**config.mk**
```make
export PLATFORM = sky130hd
export DESIGN_NAME = fifo_push_arbiter
export DESIGN_NICKNAME = d
export VERILOG_FILES = /design/src/rtl/fifo_push_arbiter.sv
export SDC_FILE = /design/constraint.sdc
export NUM_CORES = 1
export LEC_CHECK = 0
export CORE_ASPECT_RATIO = 1.2
export CORE_MARGIN = 10
export CORE_UTILIZATION = 34
export DETAILED_ROUTE_END_ITERATION = 10
export PLACE_DENSITY = 0.78
export SYNTH_ARGS = -nofsm -noshare
export SYNTH_HDL_FRONTEND = slang
export SYNTH_SLANG_ARGS = --single-unit
```
**constraint.sdc**
```tcl
create_clock -name clk -period 1.76 [get_ports clk]
set_input_delay 0.352 -clock clk [delete_from_list [all_inputs] [get_ports clk]]
set_output_delay 0.352 -clock clk [all_outputs]
set_load 0.05 [all_outputs]
```
**src/rtl/fifo_push_arbiter.sv**
```systemverilog
// Round-robin arbiter sharing one FIFO push port among nreq producers.
// Each grant is capped at `burst` accepted words; one idle cycle separates grants.
module fifo_push_arbiter #(
    parameter int busw  = 32,
    parameter int nreq  = 4,
    parameter int burst = 4
) (
    input  logic                     clk,
    input  logic                     rst,
    input  logic [nreq-1:0]          req,
    input  logic [nreq*busw-1:0]     din,
    output logic [nreq-1:0]          ack,
    input  logic                     fifo_full,
    output logic                     fifo_push,
    output logic [busw-1:0]          fifo_datain,
    output logic [$clog2(nreq)-1:0]  gnt_id,
    output logic                     busy,
    output logic [31:0]              pushed_cnt
);

    localparam int idw = $clog2(nreq);

    typedef enum logic {
        IDLE,
        GRANT
    } state_t;

    state_t           state;
    logic [idw-1:0]   owner;
    logic [idw-1:0]   last_gnt;
    logic [7:0]       beat;
    logic [idw-1:0]   next_owner;
    logic [idw-1:0]   cand;
    logic             found;

    // Search starts just after the previous owner so every requester gets a turn.
    always_comb begin
        next_owner = '0;
        cand       = '0;
        found      = 1'b0;
        for (int i = 1; i <= nreq; i++) begin
            cand = idw'((int'(last_gnt) + i) % nreq);
            if (!found && req[cand]) begin
                found      = 1'b1;
                next_owner = cand;
            end
        end
    end

    always_comb begin
        fifo_push   = 1'b0;
        fifo_datain = '0;
        ack         = '0;
        if (state == GRANT) begin
            fifo_push   = req[owner] & ~fifo_full;
            fifo_datain = din[int'(owner)*busw +: busw];
            ack[owner]  = req[owner] & ~fifo_full;
        end
    end

    assign busy   = (state == GRANT);
    assign gnt_id = owner;

    always_ff @(posedge clk or negedge rst) begin
        if (!rst) begin
            state      <= IDLE;
            owner      <= '0;
            beat       <= '0;
            last_gnt   <= idw'(nreq - 1);
            pushed_cnt <= '0;
        end else begin
            case (state)
                IDLE: begin
                    if (found) begin
                        owner <= next_owner;
                        beat  <= '0;
                        state <= GRANT;
                    end
                end
                GRANT: begin
                    if (fifo_push) begin
                        beat       <= beat + 8'd1;
                        pushed_cnt <= pushed_cnt + 32'd1;
                        if (beat + 8'd1 == 8'(burst)) begin
                            state    <= IDLE;
                            last_gnt <= owner;
                        end
                    // A dropped request withdraws the word; full alone never releases.
                    end else if (!req[owner]) begin
                        state    <= IDLE;
                        last_gnt <= owner;
                    end
                end
                default: state <= IDLE;
            endcase
        end
    end

endmodule

```
# Word level (Yosys, flattened, before mapping)
# Index checks and enable logic that the tools add are counted.
word_totals:
  register_bits: 45
  in_bits: 135
  out_inout_bits: 72
  elab_cells: 72
classes:
  add_sub_neg: 6
  magnitude_cmp: 6
  eq_ne: 5
  shifts: 1
  muxes: 34
  bitwise_logic: 4
  n_reduce_logical: 11
ops:
  columns: ["operator", "n"]
  rows:
  - ["indexed part select 128 x 8 -> 32 bit", 1]
  - ["adder 32 x 1 -> 32 bit, second input constant", 1]
  - ["2-to-1 mux 32 bit", 1]
  - ["2-to-1 mux 8 bit", 2]
  - ["one-hot mux 8 bit (2 select lines)", 1]
  - ["< comparator 2 x 3 -> 1 bit, second input constant", 5]
  - ["2-to-1 mux 1 bit", 15]
  - ["2-to-1 mux 2 bit", 7]
  - ["binary-select mux 1 bit (select 2 bit)", 5]
  - ["adder 8 x 1 -> 8 bit, second input constant", 1]
  - ["equality test 8 x 3 -> 1 bit, second input constant", 1]
  - ["!= test 2 bit, second input constant", 3]
  - ["AND reduction 2 bit", 3]
  - ["adder 2 x 1 -> 2 bit, second input constant", 2]
  - ["adder 2 bit, second input constant", 2]
  - ["AND 4 bit", 1]
  - ["logical AND 1 bit", 4]
  - ["2-to-1 mux 4 bit", 1]
  - ["logical NOT 1 bit", 3]
  - ["AND reduction 3 bit", 1]
  - ["demux 1 bit (select 2 bit)", 1]
  - ["greater-or-equal comparator 2 x 1 -> 1 bit, second input constant", 1]
  - ["!= test 2 x 1 -> 1 bit, second input constant", 1]
  - ["NOT 1 bit", 2]
  - ["other kinds (2)", 2]

# Depth between registers and ports, before layout
# Gate-level depths: netlist of run 1.
logic_depth:
  depth_word: 15
  ltp_mapped: 7
  depth_no_buf: 5

# Worst setup path after synthesis of run 1
# No wires, ideal clock.
synth_timing:
  kind: "register -> output"
  startpoint: "register owner[0] (netlist: gnt_id[0])"
  endpoint: "output fifo_datain[10]"
  arrival_time_ps: 2026
  t_required_ps: 1408
  slack_ps: -618
  stages_incl_launch_ff: 5
  n_path_buf: 2
  path_cell_list: "dfrtp_1 -> buf_4 -> buf_2 -> mux4_2 -> and2_1"
synth_via:
  elab_chain_cells: 2
synth_lines:
  columns: ["item", "line", "source"]
  rows:
  - ["from (decl)", "29", "logic [idw-1:0] owner;"]
  - ["from (signal assigned)", "75", "owner <= next_owner;"]
  - ["indexed part select 128 x 8 -> 32 bit", "56", "fifo_datain = din[int'(owner)*busw +: busw];"]
  - ["2-to-1 mux 32 bit", "54", "if (state == GRANT) begin"]
  - ["to (decl)", "15", "output logic [busw-1:0] fifo_datain,"]
# No other way between the ends.

# Worst setup path in the final report of run 1
layout_timing:
  startpoint: "register owner[0] (netlist: gnt_id[0])"
  endpoint: "output fifo_datain[19]"
# The elaborated chain is that of the path after synthesis.

==> flow_summary.yaml, run 1 <==
logic_synthesis:
  yosysTopAreaCell: "dfrtp_1"
  avgSynthCellArea_um2: 11.3
  ys_top_cells_by_count: "43 x dfrtp_1, 34 x and2_1, 32 x mux4_2"
  ys.flop_type: "dfrtp_1"
  synth_edf_count: 0
  ys_types: 45
  yosys-top-cells-area: "dfrtp_1 32%, mux4_2 22%, xor2_1 7.3%, and2_1 6.4%, nand2_1 2.2%"
  ys_warn_count: 0
  syn-num-nets: 433
  async_flop_share: 1.00
  synth_cells: 296
  ys_seq_area_frac: 0.338
  yosysMostFrequentCell: "dfrtp_1"
  netlist_area_um2: 3340
  synth_top_area_share: 0.322
  synth_seq_cells: 45
worst_setup_path:
  start_kind: "flop"
  end_kind: "output port"
  worstPathArrival_ps: 1800
  crit_required_ps: 1410
  worst-setup-path-type: "reg -> out"
  path_max_fanout: 20
placement:
  pre_cts_slack_ps: -336
  placedCellCount: 643
  hpwl_um: 12400
  numPortBuffers: 206
  place.gp.congestion: 0.919
clock_tree:
  ctsHoldBuffers: 0
  clockBufferDepth: 2
  htree_levels: 2
  cts_tree: "done"
  cts_made_buffers: 5
  cts_root_buf: "clkbuf_16"
  cts_sinks: 45
  path_clk_slew_ps: 70
  insertion_delay_ps: 290
power:
  intPower_w: 0.00528
  leakage_nw: 3.08
  p_comb_frac: 0.746
  swShare: 0.463
  p_seq_frac: 0.143
  clockPowerShare: 0.111
  power.density_nw_per_um2: 1510
  irDropWorstVdd_uv: 849
  p_switching_w: 0.00456
outcome:
  outcome: "finished, violations left"
  violations: "setup timing"
finish:
  diodes: 0
  fillCellCount: 714
  syn2layout_area_growth_pct: 95.4
  layout-drive-gt1-share: 0.486
  nNetsFinal: 667
  stdcell_count: 654
floorplanning:
  io_pins: 207
  core-area_um2: 9560
  start_util: 0.349
  chipWidth_um: 110
  dieHeight_um: 129
  die-area_um2: 14200
  rows: 39
sta:
  setup_viol: 65
  period_needed_ps: 2150
  finalCritPeriodShare: 1.22
  fmax_mhz: 466
  worst_slack_ps: -387
  worst_pin_slew_ps: 575
  slew-limit-headroom: 0.617
  drv_slew: 0
  whs_ps: 59.5
  setup_tns_ps: -15640
  worst_clock_skew_ps: 4.20
  hold_viol_final: 0
  rsz0062_at_grt: "true"
drt:
  post-route-drc-count: 0
  drt_iter0_markers: 249
  wl_per_cell_um: 24.2
  drt_wl_total_um: 15800
  ant_nets: 0
  via_per_inst: 5.44
  vias: 3561
  firstDrtPassIters: 5
grt:
  grt_usage: 0.204
  grt_remaining_overflow: 0
  grt_start_max_net_pins: 35
  grt_pass1_wl_um: 23200
  grt_pass1_vias: 3743
  antenna_found_initial: 1
flow_run:
  timing.max_cap.violations: 0
hold_path:
  hold_class: "in -> async"
area by class of cell:
| cell class | instances | area, um^2 | share of cell area |
|---|---|---|---|
| repair buffers | 246 | 2510 | 0.384 |
| clock buffers | 5 | 125 | 0.0192 |
| clock inverters | 3 | 46.3 | 0.00709 |
| well taps | 123 | 154 | 0.0236 |
| multi-input cells | 229 | 2530 | 0.387 |
| inverters | 3 | 13.8 | 0.00211 |
| flip-flops and latches | 45 | 1150 | 0.177 |
worst max-delay path: stages (launching register included):
cell,delay (ps)
dfrtp_2,430
buf_12,220
mux4_2,530
and2_4,180
buf_8,140
cells by family after synthesis:
kind of cell	after synthesis	share of synthesized area
AND/OR/NAND/NOR	131	0.237
flip-flops	45	0.338
AO/OA/AOI/OAI	20	0.0457
XOR/XNOR	31	0.0813
buffers and inverters	22	0.0315
multiplexers	45	0.259
adder cells (fa/ha/maj)	2	0.00749
what timing repair did:
item / in CTS / in global routing
cloned: 0 / 1
setup endpoints to repair: 53 / 71
buffers inserted: 1 / 1
gates resized for setup: 59 / 36
pin swaps: 1 / 11
metrics by stage:
step           total power (W)  instance area [um^2]  utilization
2_1_floorplan          0.00597                  3580            -
3_3_place_gp           0.00801                  5870        0.614
3_5_place_dp           0.00806                  5870        0.614
4_1_cts                0.00964                  6290        0.658
5_1_grt                 0.0102                  6530        0.683
6_report               0.00985                  6530        0.683
final timing paths:
path                       slack (ps)                       start  cells after the start                          to
hold reg to reg                   480  pushed_cnt[31]$_DFFE_PN0P_                      1  pushed_cnt[31]$_DFFE_PN0P_
hold / removal                     60                         rst                      1  pushed_cnt[26]$_DFFE_PN0P_
setup reg to reg                 -220       gnt_id[0]$_DFFE_PN0P_                      8   pushed_cnt[7]$_DFFE_PN0P_
max in group asynchronous        1110                         rst                      2   pushed_cnt[0]$_DFFE_PN0P_
min in group clk                  480  pushed_cnt[31]$_DFFE_PN0P_                      1  pushed_cnt[31]$_DFFE_PN0P_
setup / recovery                 -390       gnt_id[0]$_DFFE_PN0P_                      4             fifo_datain[19]
routing by layer:
layer	vias up	share of wire	GRT usage
met2	196	0.50	0.343
met3	14	0.11	0.0893
met4	2	0.0073	0.0284
met5	-	0.00082	0
met1	1776	0.38	0.244
li1	1573	-	-
power groups by stage:
stage	clock network, W	logic, W	registers [W]
global route	0.00115	0.00765	0.00142
CTS	0.00110	0.00714	0.00140
floorplan	0	0.00432	0.00165
global placement	0	0.00661	0.00140
detailed placement	0	0.00665	0.00141
finish	0.00109	0.00734	0.00141
layout by cell type, fill, tap and decap left out, types with 4 or more instances in the layout:
master and instances:
dfrtp_1 22, and3_1 7, and2_4 32, buf_8 8, and4_1 5, mux4_2 32, nor2_1 4, xor2_1 28
mux2i_1 7, buf_6 29, nand3_1 10, buf_4 63, clkbuf_16 6, nor3_2 4, nand4_1 4, dfrtp_2 21
buf_12 10, clkdlybuf4s50_1 132, nor3_4 6, nand2_1 18, a21oi_1 4, nor4_4 8
sequential cells by signal, indices dropped and copies added (netlist names):
| name | flops |
|---|---|
| pushed_cnt | 32 |
| beat | 8 |
| last_gnt | 2 |
| busy | 1 |
| gnt_id | 2 |
No activity file was read; power rests on OpenSTA's default activity.
==> run 2: changes to the inputs <==
--- a/config.mk
+++ b/config.mk
@@ -7,9 +7,9 @@
 export LEC_CHECK = 0
 export CORE_ASPECT_RATIO = 1.2
 export CORE_MARGIN = 10
-export CORE_UTILIZATION = 34
+export CORE_UTILIZATION = 30
 export DETAILED_ROUTE_END_ITERATION = 10
-export PLACE_DENSITY = 0.78
+export PLACE_DENSITY = 0.67
 export SYNTH_ARGS = -nofsm -noshare
 export SYNTH_HDL_FRONTEND = slang
 export SYNTH_SLANG_ARGS = --single-unit
==> constraint.sdc (replaced) <==
create_clock -name clk -period 2.6 [get_ports clk]
set_input_delay 0.52 -clock clk [delete_from_list [all_inputs] [get_ports clk]]
set_output_delay 0.52 -clock clk [all_outputs]
set_load 0.05 [all_outputs]
==> flow_summary.yaml, run 2 (synthesized netlist as in run 1, its figures left out) <==
floorplanning:
  rows: 42
  start_util: 0.304
  chipWidth_um: 116
  dieHeight_um: 136
  io_pins: 207
  die-area_um2: 15800
  core-area_um2: 11000
grt:
  grt_pass1_vias: 3365
  grt_pass1_wl_um: 22000
  grt_start_max_net_pins: 35
  grt_usage: 0.184
  antenna_found_initial: 3
  grt_remaining_overflow: 0
sta:
  slew-limit-headroom: 0.569
  worst_pin_slew_ps: 645
  finalCritPeriodShare: 0.946
  setup_tns_ps: 0
  setup_viol: 0
  period_needed_ps: 2460
  hold_viol_final: 0
  worst_clock_skew_ps: 6.64
  fmax_mhz: 406
  drv_slew: 0
  rsz0062_at_grt: "false"
clock_tree:
  post-cts-setup-buffers: 0
  ctsHoldBuffers: 0
  clockBufferDepth: 2
  path_clk_slew_ps: 70
  cts_made_buffers: 5
  htree_levels: 2
  cts_tree: "done"
  cts_root_buf: "clkbuf_16"
  cts_sinks: 45
  post_cts_resize_count: 0
  insertion_delay_ps: 290
drt:
  post-route-drc-count: 0
  wl_per_cell_um: 23.6
  highest_layer: "met5"
  via_per_inst: 5.20
  firstDrtPassIters: 4
  ant_nets: 0
  wl_met3_um: 2330
  drt_wl_total_um: 14900
  vias: 3299
  route.met2.wl_um: 6720
  drt_iter0_markers: 128
  wl_met1_um: 5710
power:
  leakage_nw: 2.60
  irDropWorstVdd_uv: 473
  p_total_w: 0.00644
  power.density_nw_per_um2: 1060
worst_setup_path:
  crit_path_top_delay_cell: "mux4_2"
  worst-setup-path-type: "in -> out"
  path_max_fanout: 1
  start_kind: "input port"
  cpLargestDelayFamily: "buffers and inverters"
  critPathBufInv: 2
  worstPathArrival_ps: 1940
  crit_required_ps: 2080
  path_cells: "clkdlybuf4s50_1 > mux4_2 > and2_1 > buf_12"
  cpPeakStageDelay_ps: 510
  end_kind: "output port"
finish:
  syn2layout_area_growth_pct: 82.4
  max_flop_register: "pushed_cnt"
  fillCellCount: 962
  fin_area_um2: 6090
  layout_commonest_cell: "clkdlybuf4s50_1"
  stdcell_count: 634
  largest_reg_flops: 32
  layout-drive-gt1-share: 0.214
  final_util: 0.555
  final_cell_mix: "165 x clkdlybuf4s50_1, 42 x dfrtp_1, 40 x buf_12"
  nNetsFinal: 637
  reg_top3: "pushed_cnt (32), beat (8)"
flow_run:
  timing.max_cap.violations: 0
placement:
  placedCellCount: 625
  hpwl_um: 12400
  place.gp.congestion: 0.853
  numPortBuffers: 206
  placed_cell_area_um2: 5950
hold_path:
  hold_class: "in -> async"
outcome:
  outcome: "complete, no violations"
==> run 2: changes by cell type in the layout (fill, tap and decap cells not counted), moves of 6 or more <==
| cell | before | now |
|---|---|---|
| and2_1 | 2 | 34 |
| clkdlybuf4s50_1 | 132 | 165 |
| nor4_1 | 1 | 9 |
| buf_12 | 10 | 40 |
| dfrtp_1 | 22 | 42 |
| buf_6 | 29 | 0 |
| nor4_4 | 8 | 1 |
| dfrtp_2 | 21 | 1 |
| buf_8 | 8 | 0 |
| and2_4 | 32 | 0 |
| buf_4 | 63 | 10 |
| nor3_4 | 6 | 0 |
| nor3_1 | 1 | 11 |
==> run 2: worst reg2reg max path: cells and delay by family, from the launching register on <==
| kind | cells | cell delay (ps) |
|---|---|---|
| AO/OA/AOI/OAI | 2 | 320 |
| buffers and inverters | 2 | 250 |
| flip-flops | 1 | 600 |
| multiplexers | 2 | 720 |
==> run 2: cell type report <==
class,count,area [um^2],share of cell area
Inverter,3,11.3,0.00185
Tap cell,132,165,0.0271
Sequential cell,45,1130,0.185
Clock inverter,3,21.3,0.00349
Multi-Input combinational cell,229,2110,0.346
Antenna cell,1,2.50,0.000411
Clock buffer,5,125,0.0205
Timing Repair Buffer,216,2530,0.416
==> run 2: power by group <==
| part | total (W) | switching (W) | leakage [nW] | internal (W) |
|---|---|---|---|---|
| clock | 0.000633 | 0.000275 | 0.0702 | 0.000358 |
| combinational | 0.00487 | 0.00255 | 1.92 | 0.00232 |
| sequential | 0.000934 | 0.000128 | 0.605 | 0.000806 |
| total | 0.00644 | 0.00295 | 2.60 | 0.00349 |
==> run 2: through the flow <==
stage                     setup WS, ps  hold slack (ps)
after floorplan                   54.4              224
after global placement             117              478
after detailed placement           157              472
after CTS                          150              253
after global routing               103              276
final                              140              230
==> run 2: path summary, 6_finish.rpt <==
path                                       startpoint                         end  slack (ps)  depth (start not counted)
min in group clk           pushed_cnt[17]$_DFFE_PN0P_  pushed_cnt[17]$_DFFE_PN0P_         490                          1
min                                               rst  pushed_cnt[11]$_DFFE_PN0P_         230                          1
max                                           din[80]             fifo_datain[16]         140                          4
max in group asynchronous                         rst  pushed_cnt[24]$_DFFE_PN0P_        1680                          2
max reg2reg                     gnt_id[1]$_DFFE_PN0P_         beat[4]$_DFFE_PN0P_         640                          6
min reg2reg                pushed_cnt[17]$_DFFE_PN0P_  pushed_cnt[17]$_DFFE_PN0P_         490                          1
==> run 2: per-layer routing <==
| metal | global-route usage | vias up |
|---|---|---|
| met4 | 0.0341 | 4 |
| met2 | 0.280 | 184 |
| met1 | 0.220 | 1584 |
| met5 | 0 | - |
| li1 | - | 1515 |
| met3 | 0.108 | 12 |
==> run 3: changes to the inputs <==
--- a/config.mk
+++ b/config.mk
@@ -5,6 +5,7 @@
 export SDC_FILE = /design/constraint.sdc
 export NUM_CORES = 1
 export LEC_CHECK = 0
+export CAP_MARGIN = 20
 export CORE_ASPECT_RATIO = 1.2
 export CORE_MARGIN = 10
 export CORE_UTILIZATION = 30
==> results of run 3 <==
Same layout as run 2: the final DEF is identical, and so are final timing and power.
